--- src/rtl/uart_tx_arbiter_pkg.sv ---
// uart_tx_arbiter_pkg: shared FSM encoding and default parameters for the uart_send arbiter
package uart_tx_arbiter_pkg;
  localparam int DEF_NUM_REQ = 4;
  localparam int DEF_START_TIMEOUT = 15;
  typedef enum logic [1:0] {
    IDLE  = 2'd0,
    START = 2'd1,
    FRAME = 2'd2
  } state_t;
endpackage

--- src/rtl/uart_tx_arbiter_if.sv ---
// uart_tx_arbiter_if: requester bundle plus the uart_send-facing signals of the arbiter
interface uart_tx_arbiter_if #(
  parameter int NUM_REQ = uart_tx_arbiter_pkg::DEF_NUM_REQ
);
  localparam int W = $clog2(NUM_REQ);
  logic [NUM_REQ-1:0]   req_valid;
  logic [8*NUM_REQ-1:0] req_data;
  logic [NUM_REQ-1:0]   req_ready;
  logic [7:0]           tx_data;
  logic                 tx_start;
  logic                 tx_ready;
  logic                 busy;
  logic [W-1:0]         grant_id;
  logic                 err_timeout;
  modport master (
    output req_valid, req_data, tx_ready,
    input  req_ready, tx_data, tx_start, busy, grant_id, err_timeout
  );
  modport slave (
    input  req_valid, req_data, tx_ready,
    output req_ready, tx_data, tx_start, busy, grant_id, err_timeout
  );
endinterface

--- src/rtl/uart_tx_arbiter_rr_pick.sv ---
// rr_pick: combinational round-robin pick (rotate by pointer, priority-encode, un-rotate)
module rr_pick #(
  parameter int N = 4,
  localparam int W = $clog2(N)
) (
  input  logic [N-1:0] req,
  input  logic [W-1:0] ptr,
  output logic         any,
  output logic [W-1:0] win
);
  logic [N-1:0] rot;
  logic [W-1:0] off;
  // rotate so the pointer lands on bit 0, then take the lowest set bit
  always_comb begin
    rot = '0;
    off = '0;
    for (int i = 0; i < N; i++) rot[i] = req[(int'(ptr) + i) % N];
    for (int i = N - 1; i >= 0; i--) if (rot[i]) off = W'(i);
  end
  assign any = |req;
  assign win = W'((int'(ptr) + int'(off)) % N);
endmodule

--- src/rtl/uart_tx_arbiter.sv ---
// uart_tx_arbiter: round-robin sharing of one uart_send transmitter between byte producers
module uart_tx_arbiter
  import uart_tx_arbiter_pkg::*;
#(
  parameter int NUM_REQ = DEF_NUM_REQ,
  parameter int START_TIMEOUT = DEF_START_TIMEOUT
) (
  input logic clk,
  input logic rst,
  uart_tx_arbiter_if.slave bus
);
  localparam int W = $clog2(NUM_REQ);
  localparam logic [W-1:0] LAST = W'(NUM_REQ - 1);
  localparam logic [7:0] TMAX = 8'(START_TIMEOUT - 1);
  state_t state, state_n;
  logic [W-1:0] ptr, ptr_n, grant_n, win, nxt;
  logic [7:0] cnt, cnt_n, data_n;
  logic [NUM_REQ-1:0] ready_n;
  logic any, start_n, busy_n, err_n;
  rr_pick #(.N(NUM_REQ)) u_pick (
    .req(bus.req_valid),
    .ptr(ptr),
    .any(any),
    .win(win)
  );
  assign nxt = (bus.grant_id == LAST) ? '0 : bus.grant_id + 1'b1;
  // next-state and next-output decode; outputs hold unless a transition changes them
  always_comb begin
    state_n = state;
    ptr_n = ptr;
    cnt_n = cnt;
    grant_n = bus.grant_id;
    data_n = bus.tx_data;
    start_n = bus.tx_start;
    busy_n = bus.busy;
    err_n = bus.err_timeout;
    ready_n = '0;
    unique case (state)
      IDLE: if (bus.tx_ready && any) begin
        state_n = START;
        data_n = bus.req_data[8*win +: 8];
        start_n = 1'b1;
        ready_n = NUM_REQ'(1) << win;
        grant_n = win;
        busy_n = 1'b1;
        cnt_n = '0;
      end
      START: if (!bus.tx_ready) begin
        state_n = FRAME;
        start_n = 1'b0;
      end else if (cnt == TMAX) begin
        state_n = IDLE;
        err_n = 1'b1;
        start_n = 1'b0;
        busy_n = 1'b0;
        ptr_n = nxt;
      end else begin
        cnt_n = cnt + 8'd1;
      end
      FRAME: if (bus.tx_ready) begin
        state_n = IDLE;
        busy_n = 1'b0;
        ptr_n = nxt;
      end
      default: state_n = IDLE;
    endcase
  end
  // state, pointer, counter and all outputs are registered
  always_ff @(posedge clk or posedge rst) begin
    if (rst) begin
      state <= IDLE;
      ptr <= '0;
      cnt <= '0;
      bus.req_ready <= '0;
      bus.tx_data <= 8'h00;
      bus.tx_start <= 1'b0;
      bus.busy <= 1'b0;
      bus.grant_id <= '0;
      bus.err_timeout <= 1'b0;
    end else begin
      state <= state_n;
      ptr <= ptr_n;
      cnt <= cnt_n;
      bus.req_ready <= ready_n;
      bus.tx_data <= data_n;
      bus.tx_start <= start_n;
      bus.busy <= busy_n;
      bus.grant_id <= grant_n;
      bus.err_timeout <= err_n;
    end
  end
endmodule

--- src/flat_wrapper.sv ---
// flat-port wrapper written by rule: the top's interface ports become plain ports
module uart_tx_arbiter_flat import uart_tx_arbiter_pkg::*;
#(
  parameter int NUM_REQ = DEF_NUM_REQ,
  parameter int START_TIMEOUT = DEF_START_TIMEOUT
)
  (clk, rst, bus_req_valid, bus_req_data, bus_tx_ready, bus_req_ready, bus_tx_data, bus_tx_start, bus_busy, bus_grant_id, bus_err_timeout);
  uart_tx_arbiter_if #(.NUM_REQ(NUM_REQ)) bus_i ();
  input logic clk;
  input logic rst;
  input wire logic [$bits(bus_i.req_valid)-1:0] bus_req_valid;
  input wire logic [$bits(bus_i.req_data)-1:0] bus_req_data;
  input wire logic [$bits(bus_i.tx_ready)-1:0] bus_tx_ready;
  output wire logic [$bits(bus_i.req_ready)-1:0] bus_req_ready;
  output wire logic [$bits(bus_i.tx_data)-1:0] bus_tx_data;
  output wire logic [$bits(bus_i.tx_start)-1:0] bus_tx_start;
  output wire logic [$bits(bus_i.busy)-1:0] bus_busy;
  output wire logic [$bits(bus_i.grant_id)-1:0] bus_grant_id;
  output wire logic [$bits(bus_i.err_timeout)-1:0] bus_err_timeout;
  assign bus_i.req_valid = bus_req_valid;
  assign bus_i.req_data = bus_req_data;
  assign bus_i.tx_ready = bus_tx_ready;
  assign bus_req_ready = bus_i.req_ready;
  assign bus_tx_data = bus_i.tx_data;
  assign bus_tx_start = bus_i.tx_start;
  assign bus_busy = bus_i.busy;
  assign bus_grant_id = bus_i.grant_id;
  assign bus_err_timeout = bus_i.err_timeout;
  uart_tx_arbiter #(.NUM_REQ(NUM_REQ), .START_TIMEOUT(START_TIMEOUT)) u_core (.clk(clk), .rst(rst), .bus(bus_i));
endmodule
--- config.mk ---
export PLATFORM = sky130hd
export DESIGN_NAME = uart_tx_arbiter_flat
export DESIGN_NICKNAME = d
export VERILOG_FILES = /design/src/rtl/uart_tx_arbiter_pkg.sv /design/src/rtl/uart_tx_arbiter_if.sv /design/src/rtl/uart_tx_arbiter_rr_pick.sv /design/src/rtl/uart_tx_arbiter.sv /design/src/flat_wrapper.sv
export SDC_FILE = /design/constraint.sdc
export NUM_CORES = 1
export LEC_CHECK = 0
export CORE_MARGIN = 2
export CORE_UTILIZATION = 44
export CTS_BUF_LIST = sky130_fd_sc_hd__clkbuf_16
export DETAILED_ROUTE_END_ITERATION = 6
export PLACE_DENSITY = 0.76
export SYNTH_ARGS = -nofsm -noshare
export SYNTH_HDL_FRONTEND = slang
export SYNTH_SLANG_ARGS = --single-unit
--- constraint.sdc ---
create_clock -name clk -period 2.6 [get_ports clk]
set_input_delay 0.52 -clock clk [delete_from_list [all_inputs] [get_ports clk]]
set_output_delay 0.52 -clock clk [all_outputs]
set_load 0.01 [all_outputs]
==> qor.csv, run 1 <==
stage,metric,value,unit
logic_synthesis,largest family of logic cells by synthesized area,simple AND/OR/NAND/NOR gates,
cells_and_area,Area Growth Syn to Fin,43.2,%
routing,1st-iter DRT viols,106,
cts,number of buffers created by CTS,5,
setup_path,startpoint type of the worst setup path,primary input,
setup_path,"Max FO, Critical Path",8,
cts,H-tree levels,2,
sta,Max Fclk,411,MHz
hold_path,worst hold start,u_core.bus.err_timeout$_DFFE_PP0P_,
floorplan,Die X,73.6,µm
cts,Bufs on Longest Clock Path,2,
global_route,initial antenna violation count,0,
floorplan,Core Rows,25,
sta,final worst slack,167,ps
routing,DR DRC count,0,
logic_synthesis,"top cells by area, synth","dfrtp_1, mux2i_1, nor3_1, ha_1, nand3_1",
floorplan,Initial Utilization,45.4,%
routing,Post-Route WL,5270,µm
cts,Setup Buffers After CTS,0,
logic_synthesis,xor/xnor share of the synthesized area,1.65,%
sta,Pins Over Slew Limit,0,
global_route,vias in the first global route,1929,
setup_path,critical path's top delay family,buffers and inverters,
placed_design,Placed Area,2790,µm²
logic_synthesis,Synth Area per Inst,9.10,µm²
logic_synthesis,number of synthesized flops with an enable pin,0,
setup_path,worst reg-to-reg path cell count,10,
logic_synthesis,Syn Nets,282,
cells_and_area,fin nets,342,
setup_path,Critical Path Stages,12,
placed_design,dpl hpwl,3690,µm
logic_synthesis,top post-synthesis cells by count,"nor3_1, mux2i_1, dfrtp_1, nand2_1, nand3_1",
global_route,global-route wire length before repair,8780,µm
setup_path,CP Cell Sequence,clkdlybuf4s50_1 > buf_4 > nand2b_1 > o22ai_1 > o21ai_2 > nand3_4 > ha_4 > buf_12 > mux2i_2 > nor3_1 > mux2i_1 > nand3_1,
logic_synthesis,Async SR Flop Fraction,100,%
logic_synthesis,"Seq/Total Area, Yosys",34.1,%
logic_synthesis,Synth Area in Compound Gates,10.9,%
logic_synthesis,Synth top area share,34.1,%
hold_path,Worst Hold Path Cells,1,
setup_path,worst path arrival time,2580,ps
cells_and_area,fraction of layout cells with a size suffix above 1,15.3,%
routing,via count,2017,
logic_synthesis,Post-Synth Adder-Cell Area,5.29,%
sta,RSZ-0062 raised after global routing,false,
sta,Final Hold Vio Count,0,
cells_and_area,final-layout fill cell count,370,
setup_path,R2R Path Start,u_core.ptr[0]$_DFFE_PP0P_,
cts,clock latency on the worst-skew pair,270,ps
logic_synthesis,Syn Std Cell Area,2130,µm²
pwr,Max VDD drop,0.682,mV
pwr,PwrDens,1190,nW/µm²
routing,Vias/cell,5.78,
floorplan,Core Area,4690,µm²
pwr,P_leak,1.37,nW
routing,total iterations of the first detailed-routing run,5,
sta,min Tclk post-route,2430,ps
global_route,GRT Resource Usage Total,20.7,%
setup_path,CP Data Required Time,2750,ps
logic_synthesis,Post-Synth Simple-Gate Area,23.0,%
floorplan,die footprint,5410,µm²
placed_design,placer congestion estimate,0.852,
setup_path,Worst setup startpoint,bus_req_valid[1],
placed_design,worst slack at placement,-329,ps
run_status,status,"complete, no violations",
cts,CTS root buf,clkbuf_16,
hold_path,worst min path class,flop to flop,
logic_synthesis,top-count cell post-synth,nor3_1,
cts,CTS Hold Buffers Added,0,
setup_path,Slowest Stage Delay on Critical Path,430,ps
logic_synthesis,Synth Flop Type,dfrtp_1,
sta,final setup fails,0,
sta,"Period Utilization, post-route",93.6,%
routing,Antenna Nets Post-Route,0,
logic_synthesis,post-synthesis mux area share,17.9,%
cts,"CTS clk-pin slew, worst paths",50,ps
routing,wire per inst,15.1,µm
logic_synthesis,most area-hungry cell type in the Yosys netlist,dfrtp_1,
logic_synthesis,unique cell type count in the Yosys netlist,44,
placed_design,port buffer count,55,
sta,measured slew at the worst slew-check pin,480,ps
setup_path,crit end category,flop,
sta,Worst Skew,5.50,ps
cells_and_area,post-route cell area,3050,µm²
logic_synthesis,post-synthesis cell count,234,
cells_and_area,number of inserted diodes,0,
flow_run,Max-Cap Viols,0,
setup_path,Setup Crit Path Kind,primary input to flop,
global_route,pin count of the biggest net entering global routing,30,
floorplan,Die Span Y,73.6,µm
logic_synthesis,"flops & latches, synth",29,
setup_path,CP max-delay cell,clkdlybuf4s50_1,
cts,clock sink count,29,
cts,CTS tree,done,
sta,Slew HR,67.7,%
logic_synthesis,Yosys warnings,0,
floorplan,io pins,56,
setup_path,Worst Path Buf+Inv,3,
global_route,gr ovfl total,0,
==> where the power goes <==
| group | switching [mW] | internal, mW |
|---|---|---|
| Clock | 0.193 | 0.345 |
| Combinational | 1.15 | 1.20 |
| Sequential | 0.131 | 0.614 |
| Total | 1.47 | 2.16 |
==> cell usage in the layout, fill, tap and decap left out, types with 2 or more instances in the layout <==
cell             instances
buf_4                   10
mux2i_2                  4
nand3_1                 13
o21ai_1                  2
dlymetal6s2s_1           2
clkbuf_16                6
buf_12                   4
nand3_2                  2
mux2_2                   3
o21ai_0                  9
clkdlybuf4s50_1         52
nand2_1                 18
nor3_1                  36
a31oi_1                  2
mux2i_1                 24
o31ai_1                  5
nand2b_1                 3
nand4_1                  3
dfrtp_1                 29
or4_4                    2
mux2i_4                  4
xnor2_1                  3
nor2_1                   9
a21oi_1                  4
and3_1                   2
clkinv_1                 3
o32ai_1                  3
inv_1                    7
ha_1                     8
==> metrics by stage <==
stage	instances	setup TNS, ps	hold WS, ps	utilization (%)	power [mW]
floorplan	234	0	469	-	2.08
global placement	340	-2590	451	59.4	2.72
detailed placement	340	-3030	462	59.4	2.77
CTS	348	0	473	62.7	3.37
global route	349	0	502	65.0	3.87
finish	349	0	468	65.0	3.64
==> flip-flops by register name, indices dropped and copies added (netlist names) <==
name                    cells
u_core.bus.tx_data          8
u_core.cnt                  8
u_core.bus.req_ready        4
u_core.bus.grant_id         2
u_core.ptr                  2
u_core.state                2
u_core.bus.busy             1
u_core.bus.err_timeout      1
u_core.bus.tx_start         1
==> kinds of logic (layout without fill, tap and decap cells) <==
kind of cell               count (synthesis)  in the layout
AOI/OAI and AO/OA                         34             34
adders and majority gates                  9              9
DFF                                       29             29
and+or+nand+nor                           96             96
buffers and inverters                     25             86
xor gates and xnor gates                   4              4
muxes                                     37             37
==> final cells by class <==
cell class              instances  area, µm²  share of cell area (%)
repair buffers                 70        734                    24.1
clock inverters                 3       12.5                   0.410
well taps                      54       67.6                    2.22
flip-flops and latches         29        726                    23.8
clock buffers                   5        125                    4.10
inverters                       8       30.0                   0.985
multi-input cells             180       1350                    44.4
==> path summary, 6_finish.rpt <==
check	end	slack, ps
min	u_core.bus.err_timeout$_DFFE_PP0P_	470
min reg2reg	u_core.bus.err_timeout$_DFFE_PP0P_	470
max reg2reg	u_core.bus.tx_data[6]$_DFFE_PP0P_	350
max in group asynchronous	u_core.cnt[5]$_DFFE_PP0P_	1690
max	u_core.bus.tx_data[7]$_DFFE_PP0P_	170
min in group asynchronous	u_core.bus.tx_data[0]$_DFFE_PP0P_	610
==> layer usage <==
layer | global-route usage (%) | share of wire, %
met2 | 35.1 | 51
met4 | 6.06 | 1.6
met5 | 0 | 0
met1 | 26.1 | 41
met3 | 4.80 | 6.2
==> what timing repair did <==
action,in CTS,in global routing
setup endpoints to repair,6,8
pin swaps,0,2
resized for setup,4,17
gates cloned,0,1
Power figures use the tool's default switching activity.
==> run 2, diff against run 1 <==
--- a/config.mk
+++ b/config.mk
@@ -8,6 +8,7 @@
 export CORE_MARGIN = 2
 export CORE_UTILIZATION = 44
 export CTS_BUF_LIST = sky130_fd_sc_hd__clkbuf_16
+export CTS_CLUSTER_SIZE = 25
 export DETAILED_ROUTE_END_ITERATION = 6
 export PLACE_DENSITY = 0.76
 export SYNTH_ARGS = -nofsm -noshare
==> results of run 2 <==
Final layout, timing and power as in run 1 (identical DEF).
